File: src/rtl/pipe_pkg.sv
// Shared pipeline definitions: default payload width, reset/flush constants and
// the packed stage payloads that callers size pipe_skid_stage WIDTH from.
package pipe_pkg;

   localparam int unsigned PIPE_DATA_W = 16;

   localparam logic [PIPE_DATA_W-1:0] PIPE_RESET_VAL = '0;
   localparam logic [PIPE_DATA_W-1:0] PIPE_FLUSH_VAL = '0;

   typedef enum logic [1:0] {
      MODE_USER    = 2'd0,
      MODE_SUPER   = 2'd1,
      MODE_MACHINE = 2'd3
   } mode_e;

   // mode sits in the top bits so a KEEP_MASK over the MSBs tracks it through a flush
   typedef struct packed {
      mode_e                  mode;
      logic [4:0]             rd;
      logic [3:0]             alu_op;
      logic                   use_imm;
      logic [PIPE_DATA_W-1:0] imm;
   } id_ex_t;

   typedef struct packed {
      mode_e                  mode;
      logic [4:0]             rd;
      logic                   mem_we;
      logic                   mem_re;
      logic [PIPE_DATA_W-1:0] result;
   } ex_mem_t;

   localparam int unsigned ID_EX_W  = $bits(id_ex_t);
   localparam int unsigned EX_MEM_W = $bits(ex_mem_t);

endpackage

File: src/rtl/pipe_skid_stage.sv
// Pipeline stage register with valid/ready handshake and a one-word skid entry,
// so in_ready comes straight from a flop and stalls never chain across stages.
module pipe_skid_stage
   import pipe_pkg::*;
#(
   parameter int unsigned      WIDTH     = PIPE_DATA_W,
   parameter logic [WIDTH-1:0] RESET_VAL = '0,
   parameter logic [WIDTH-1:0] FLUSH_VAL = '0,
   parameter logic [WIDTH-1:0] KEEP_MASK = '0
) (
   input  logic             clk,
   input  logic             rst_n,
   input  logic             flush,
   input  logic             in_valid,
   output logic             in_ready,
   input  logic [WIDTH-1:0] in_data,
   output logic             out_valid,
   input  logic             out_ready,
   output logic [WIDTH-1:0] out_data,
   output logic [1:0]       occupancy
);

   logic             r_out_valid;
   logic [WIDTH-1:0] r_out_data;
   logic             r_skid_valid;
   logic [WIDTH-1:0] r_skid_data;

   logic             w_acc;
   logic             w_drn;

   // Sideband bits under KEEP_MASK follow the input even though the word is killed
   function automatic logic [WIDTH-1:0] f_flush_word(input logic [WIDTH-1:0] d);
      return (FLUSH_VAL & ~KEEP_MASK) | (d & KEEP_MASK);
   endfunction

   assign w_acc = in_valid & ~r_skid_valid & ~flush;
   assign w_drn = r_out_valid & out_ready;

   always_ff @(posedge clk or negedge rst_n) begin
      if (!rst_n) begin
         r_out_valid  <= 1'b0;
         r_out_data   <= RESET_VAL;
         r_skid_valid <= 1'b0;
         r_skid_data  <= RESET_VAL;
      end else if (flush) begin
         r_out_valid  <= 1'b0;
         r_skid_valid <= 1'b0;
         r_out_data   <= f_flush_word(in_data);
      end else if (!r_out_valid) begin
         if (w_acc) begin
            r_out_valid <= 1'b1;
            r_out_data  <= in_data;
         end
      end else if (!r_skid_valid) begin
         if (w_acc && w_drn) begin
            r_out_data <= in_data;
         end else if (w_acc) begin
            r_skid_valid <= 1'b1;
            r_skid_data  <= in_data;
         end else if (w_drn) begin
            r_out_valid <= 1'b0;
         end
      end else if (w_drn) begin
         // Both entries full: in_ready is low, so only a drain can move data
         r_out_data   <= r_skid_data;
         r_skid_valid <= 1'b0;
      end
   end

   assign in_ready  = ~r_skid_valid;
   assign out_valid = r_out_valid;
   assign out_data  = r_out_data;
   assign occupancy = {1'b0, r_out_valid} + {1'b0, r_skid_valid};

   a_skid_implies_main: assert property (
      @(posedge clk) disable iff (!rst_n) !(r_skid_valid && !r_out_valid));

   a_stable_under_stall: assert property (
      @(posedge clk) disable iff (!rst_n)
      (r_out_valid && !out_ready && !flush) |=> $stable(r_out_data));

endmodule

File: config.mk
export PLATFORM = sky130hd
export DESIGN_NAME = pipe_skid_stage
export DESIGN_NICKNAME = d
export VERILOG_FILES = /design/src/rtl/pipe_pkg.sv /design/src/rtl/pipe_skid_stage.sv
export SDC_FILE = /design/constraint.sdc
export NUM_CORES = 1
export LEC_CHECK = 0
export BUFFER_PORTS_ARGS = -buffer_cell sky130_fd_sc_hd__buf_2
export CAP_MARGIN = 10
export CORE_AREA = 2 2 66 68
export CTS_CLUSTER_DIAMETER = 40
export CTS_CLUSTER_SIZE = 25
export DETAILED_ROUTE_END_ITERATION = 8
export DIE_AREA = 0 0 68 70
export GPL_TIMING_DRIVEN = 0
export PLACE_DENSITY = 0.64
export SETUP_SLACK_MARGIN = 0.2
export SYNTH_ARGS = -nofsm -noshare
export SYNTH_HDL_FRONTEND = slang
export SYNTH_SLANG_ARGS = --single-unit
File: constraint.sdc
create_clock -name clk -period 1.4 [get_ports clk]
set_input_delay 0.28 -clock clk [delete_from_list [all_inputs] [get_ports clk]]
set_output_delay 0.28 -clock clk [all_outputs]
set_load 0.01 [all_outputs]
Word level (Yosys, flattened, before mapping) --
Index checks and enable logic that the tools add are counted.
Storage, ports and cells: flip-flop bits (word level) 34, output and inout port bits 20, logic and storage cells 35
Operators by class: equality and inequality tests 2, multiplexer cells 17, bitwise gates (word level) 6, reductions and logical operators 5, $add $sub $neg 1
Operator list (number):
- 16-bit two-way mux | 6
- 1-bit two-way mux | 11
- 5-bit AND reduction | 1
- 4-bit by 2-bit inequality test with 1-bit output, second input constant | 1
- 4-bit by 3-bit inequality test with 1-bit output, second input constant | 1
- 1-bit bitwise AND | 3
- 1-bit NOT | 3
- 3-bit AND reduction | 1
- 3-bit nonzero test | 1
- 1-bit by 1-bit adder with 2-bit output | 1
- 2-bit nonzero test | 1
- 1-bit logical AND | 1

Longest topological paths before layout --
depth after elaboration 8, gate-level depth with buffers 4, gate-level depth less buffers 3

Least setup slack after synthesis --
Ideal clock, no wire load.
kind flip-flop to flip-flop, start point reg r_skid_valid, end point reg r_skid_data[10], clock period less this slack 1.513 ns, stages on the path, launching flop included 5, required time 1.275 ns, arrival 1.388 ns, setup slack -0.113 ns, buffers on the path 1, cells stage by stage dfrtp_1 nand2b_4 nor3_4 buf_12 mux2_4
Between the ends: word-level cells in the longest chain between the ends 6
Ends and longest elaborated chain:
- start: declaration | RTL line pipe_skid_stage.sv:25 | logic r_skid_valid;
- start signal: assignment | RTL line pipe_skid_stage.sv:43 | r_skid_valid <= 1'b0;
- start signal: assignment | RTL line pipe_skid_stage.sv:47 | r_skid_valid <= 1'b0;
- start signal: assignment | RTL line pipe_skid_stage.sv:58 | r_skid_valid <= 1'b1;
- 1-bit NOT (no source line) *
- 1-bit bitwise AND (2 in a row) | RTL line pipe_skid_stage.sv:36 | assign w_acc = in_valid & ~r_skid_valid & ~flush;
- 1-bit logical AND | RTL line pipe_skid_stage.sv:55 | if (w_acc && w_drn) begin
- 1-bit NOT (no source line)
- 5-bit AND reduction (no source line) *
- end signal: assignment | RTL line pipe_skid_stage.sv:59 | r_skid_data <= in_data;
- end: declaration | RTL line pipe_skid_stage.sv:26 | logic [WIDTH-1:0] r_skid_data;
Every way passes the cells marked *; elsewhere a longest branch is shown, timed or not. A chain may end at the register's enable or synchronous reset.

Worst setup path in the final report --
start point reg r_skid_valid, end point reg r_skid_data[15]
The elaborated chain is that of the path after synthesis.

==> results.txt <==
----------------------------------------------------
[Outcome]
  Status ... finished, violations left
  Failing checks ... setup timing

[CTS]
  Hold-fix buffer count after cts ... 0
  CTS Buf Count ... 5
  TritonCTS sink count ... 34
  Number of H-tree branching levels ... 2
  Clock latency reported for the late side of the worst-skew pair ... between 0.2 and 0.3 ns
  Worst-path clk slew ... around 0.07 ns
  Maximum number of buffers from clock root to sink ... 2
  Clock tree from TritonCTS ... done
  Cell at the root of the clock tree ... clkbuf_8

[Critical path]
  Data arrival, critical path ... about 1.7 ns
  Combined buffer and inverter count along the critical path ... 2
  Count of cells along the worst register-to-register path ... 5
  Cell family contributing the most delay on the critical path ... flip-flops
  Worst flop-to-flop path endpoint ... r_skid_data[15]
  Critical path endpoint category ... flip-flop
  Type of origin of the critical path ... flip-flop
  Slowest Stage Delay on Critical Path ... approximately 0.45 ns
  Critical Setup Path Class ... flip-flop to flip-flop
  Largest fanout of any net on the critical path ... 6
  Crit path depth ... 5
  Slowest stage cell on the critical path ... dfrtp_2
  Endpoint of the worst setup timing path ... r_skid_data[15]
  Internal reg-to-reg setup slack ... -0.09 ns
  Beginning of the worst register-to-register path ... r_skid_valid
  CP cell instances ... nand2b_4, nor3_4, buf_6, clkbuf_16, mux2_4
  Origin of the worst setup path ... r_skid_valid
  Data required time of the critical path ... 1.56 ns

[Yosys]
  Synthesized netlist net count ... 122
  Netlist area before placement ... roughly 1500 um^2
  Gate count after technology mapping ... 100
  Distinct cell type count after synthesis ... 18
  Avg Synthesized Cell Area ... ~15 um^2
  Warning count from the yosys run ... 0
  Number of synthesized register bits ... 34
  Sequential element share of the synthesized area ... between 50% and 60%

[Global route]
  Number of global-route vias before repair ... approximately 1,200
  Wire length of the first global-routing pass ... about 6000 um
  GRT overflow ... 0
  Number of antenna violations at the first check in global routing ... 0
  Pin count of the biggest net entering global routing ... 35
  Global Route Usage Sum ... about 17%

[Power]
  Maximum vdd ir drop ... 0.547 mV
  Reported leakage power ... approximately 1.2 nW
  Power density over cell area ... 1110 nW/um^2

[Drt]
  Final antenna-violating net count ... 0
  Post-detailed-route via-to-cell ratio ... around 5
  Vias ... ~1,100
  Number of detailed-route iterations in the first pass ... 4
  Number of remaining DRC errors ... 0
  Detailed-route wire length ... ~3700 um
  Wire per inst ... between 15 and 20 um
  Iter 0 DRT Violations ... 43

[Finish]
  Nets ... 188
  Combined flip-flop and latch cell area ... 853 um^2
  Post-layout utilization of the core ... 55.8%
  Fraction of final layout cells with drive strength greater than 1 ... 67.7%
  Multi-input combinational cell area ... 811 um^2
  Antenna Cells ... 0
  Count of fill cells added during filler insertion ... ~350
  Layout overhead on the synthesized area ... 50.4%

[STA]
  Final hold vios ... 0
  Worst slew pin tran ... about 0.75 ns
  Achievable frequency ... between 600 and 700 MHz
  Clock skew after layout ... between 0.007 and 0.008 ns
  Worst slew margin relative to its limit ... 49.7%
  Final cycle utilization of the critical path ... 106%
  Total of endpoints with negative setup slack in the final report ... 29
  Final period demand of the worst path ... around 1.5 ns
  Post-route setup TNS ... -1.03 ns
  Min setup slack post-route ... -0.0870 ns
  Max-slew violation total from the final report ... 0
  Unrepaired setup endpoints after global routing ... yes

[Run]
  Number of max-cap violations ... 0

[Floorplan]
  Initial core utilization ... between 30% and 40%
  Number of ports placed on the die boundary ... 41
  Die width ... about 68 um
  DIE AREA ... roughly 4800 um^2
  Number of standard-cell rows in the floorplan ... 24
  Die Height ... approximately 70 um
  Standard cell core area ... roughly 4100 um^2

[Placed design]
  Routability Congestion ... between 0.6 and 0.7
  Port Buffer Count ... 40
  HPWL after detailed placement ... around 2300 um

[Worst hold path]
  Worst min path class ... primary input to async pin

----------------------------------------------------
[per-layer routing]
| layer | up-vias | GRT usage (%) | wire, um |
|---|---|---|---|
| met2 | 23 | 27.1 | 1900 |
| met1 | 570 | 23.1 | 1640 |
| li1 | 509 | - | - |
| met5 | - | 0 | 0 |
| met4 | 0 | 5.56 | 63 |
| met3 | 7 | 3.86 | 114 |
[sequential cells by signal (all words and copies together), names as in the netlist]
| signal | count |
|---|---|
| out_data | 16 |
| out_valid | 1 |
| r_skid_data | 16 |
| r_skid_valid | 1 |
[power breakdown]
| group | switching, mW | internal [mW] | total [mW] |
|---|---|---|---|
| registers | 0.108 | 1.15 | 1.26 |
| clock network | 0.334 | 0.396 | 0.731 |
| logic | 0.227 | 0.355 | 0.581 |
[worst register-to-register path: stages (launching register included)]
cell       delay [ns]
dfrtp_2          0.45
nand2b_4         0.17
nor3_4           0.14
buf_6            0.17
clkbuf_16        0.16
mux2_4           0.30
[worst min path at each step]
stage | startpoint | end | slack [ns] | cells after the start
floorplan | rst_n | out_data[0] | -0.02 | 0
global placement | rst_n | out_data[14] | 0.38 | 1
detailed placement | rst_n | out_data[5] | 0.39 | 1
CTS | rst_n | r_skid_data[3] | 0.09 | 1
global route | rst_n | out_valid | 0.13 | 1
finish | rst_n | out_valid | 0.07 | 1
[cell usage in the layout (no fill, tap or decap), types with 2 or more instances in the layout]
cell / Yosys / final
a21oi_1: 2 / 2
buf_12: 1 / 2
buf_2: 2 / 40
buf_4: 1 / 8
buf_6: 0 / 9
buf_8: 0 / 2
clkbuf_8: 0 / 6
dfrtp_1: 34 / 32
dfrtp_2: 0 / 2
inv_1: 2 / 2
mux2_4: 10 / 17
mux2i_1: 16 / 14
mux2i_2: 0 / 2
nand2b_4: 2 / 2
o2bb2ai_2: 0 / 15
[what timing repair did]
item / in CTS / in global routing
cloned: 1 / 1
pin swaps: 3 / 1
resized for setup: 30 / 4
buffers inserted: 13 / 4
endpoints found under the setup margin: 35 / 36
[kinds of logic after synthesis]
family / after synthesis / synth area share [%]
compound gates: 21 / 11.6
buf+inv: 6 / 2.93
mux: 33 / 25.3
flops: 34 / 55.3
fa+ha+maj: 1 / 0.814
simple gates: 5 / 3.99
[through the flow]
| stage | setup slack, ns | hold slack, ns | cell area [um^2] | std cells | total power [mW] |
|---|---|---|---|---|---|
| after floorplan | -0.112 | -0.0156 | 1620 | 100 | 1.55 |
| after global placement | -0.235 | 0.375 | 1880 | 192 | 1.68 |
| after detailed placement | -0.273 | 0.390 | 1880 | 192 | 1.71 |
| after CTS | -0.0425 | 0.0874 | 2230 | 214 | 2.56 |
| after global routing | -0.139 | 0.133 | 2310 | 219 | 2.70 |
| final | -0.0870 | 0.0714 | 2310 | 219 | 2.57 |
[area by class of cell]
type | count | area share (%)
Sequential cell | 34 | 36.9
Multi-Input combinational cell | 60 | 35.1
Timing Repair Buffer | 59 | 17.9
Clock buffer | 7 | 3.73
Buffer | 4 | 3.03
Tap cell | 52 | 2.81
Inverter | 2 | 0.325
Clock inverter | 1 | 0.216
[Yosys cell counts]
cell type	instances	share of area, %
a211oi_1	1	0.49
a21oi_1	2	0.65
a21oi_4	1	1.1
buf_12	1	1.3
buf_2	2	0.65
buf_4	1	0.49
dfrtp_1	34	55
ha_1	1	0.81
inv_1	2	0.49
mux2_2	7	5.1
mux2_4	10	9.8
mux2i_1	16	10
nand2_2	1	0.41
nand2b_4	2	1.8
nand3b_2	1	0.73
nor3_4	1	1.1
o21ai_0	1	0.33
o2bb2ai_1	16	9.1
Power figures use the tool's default switching activity.
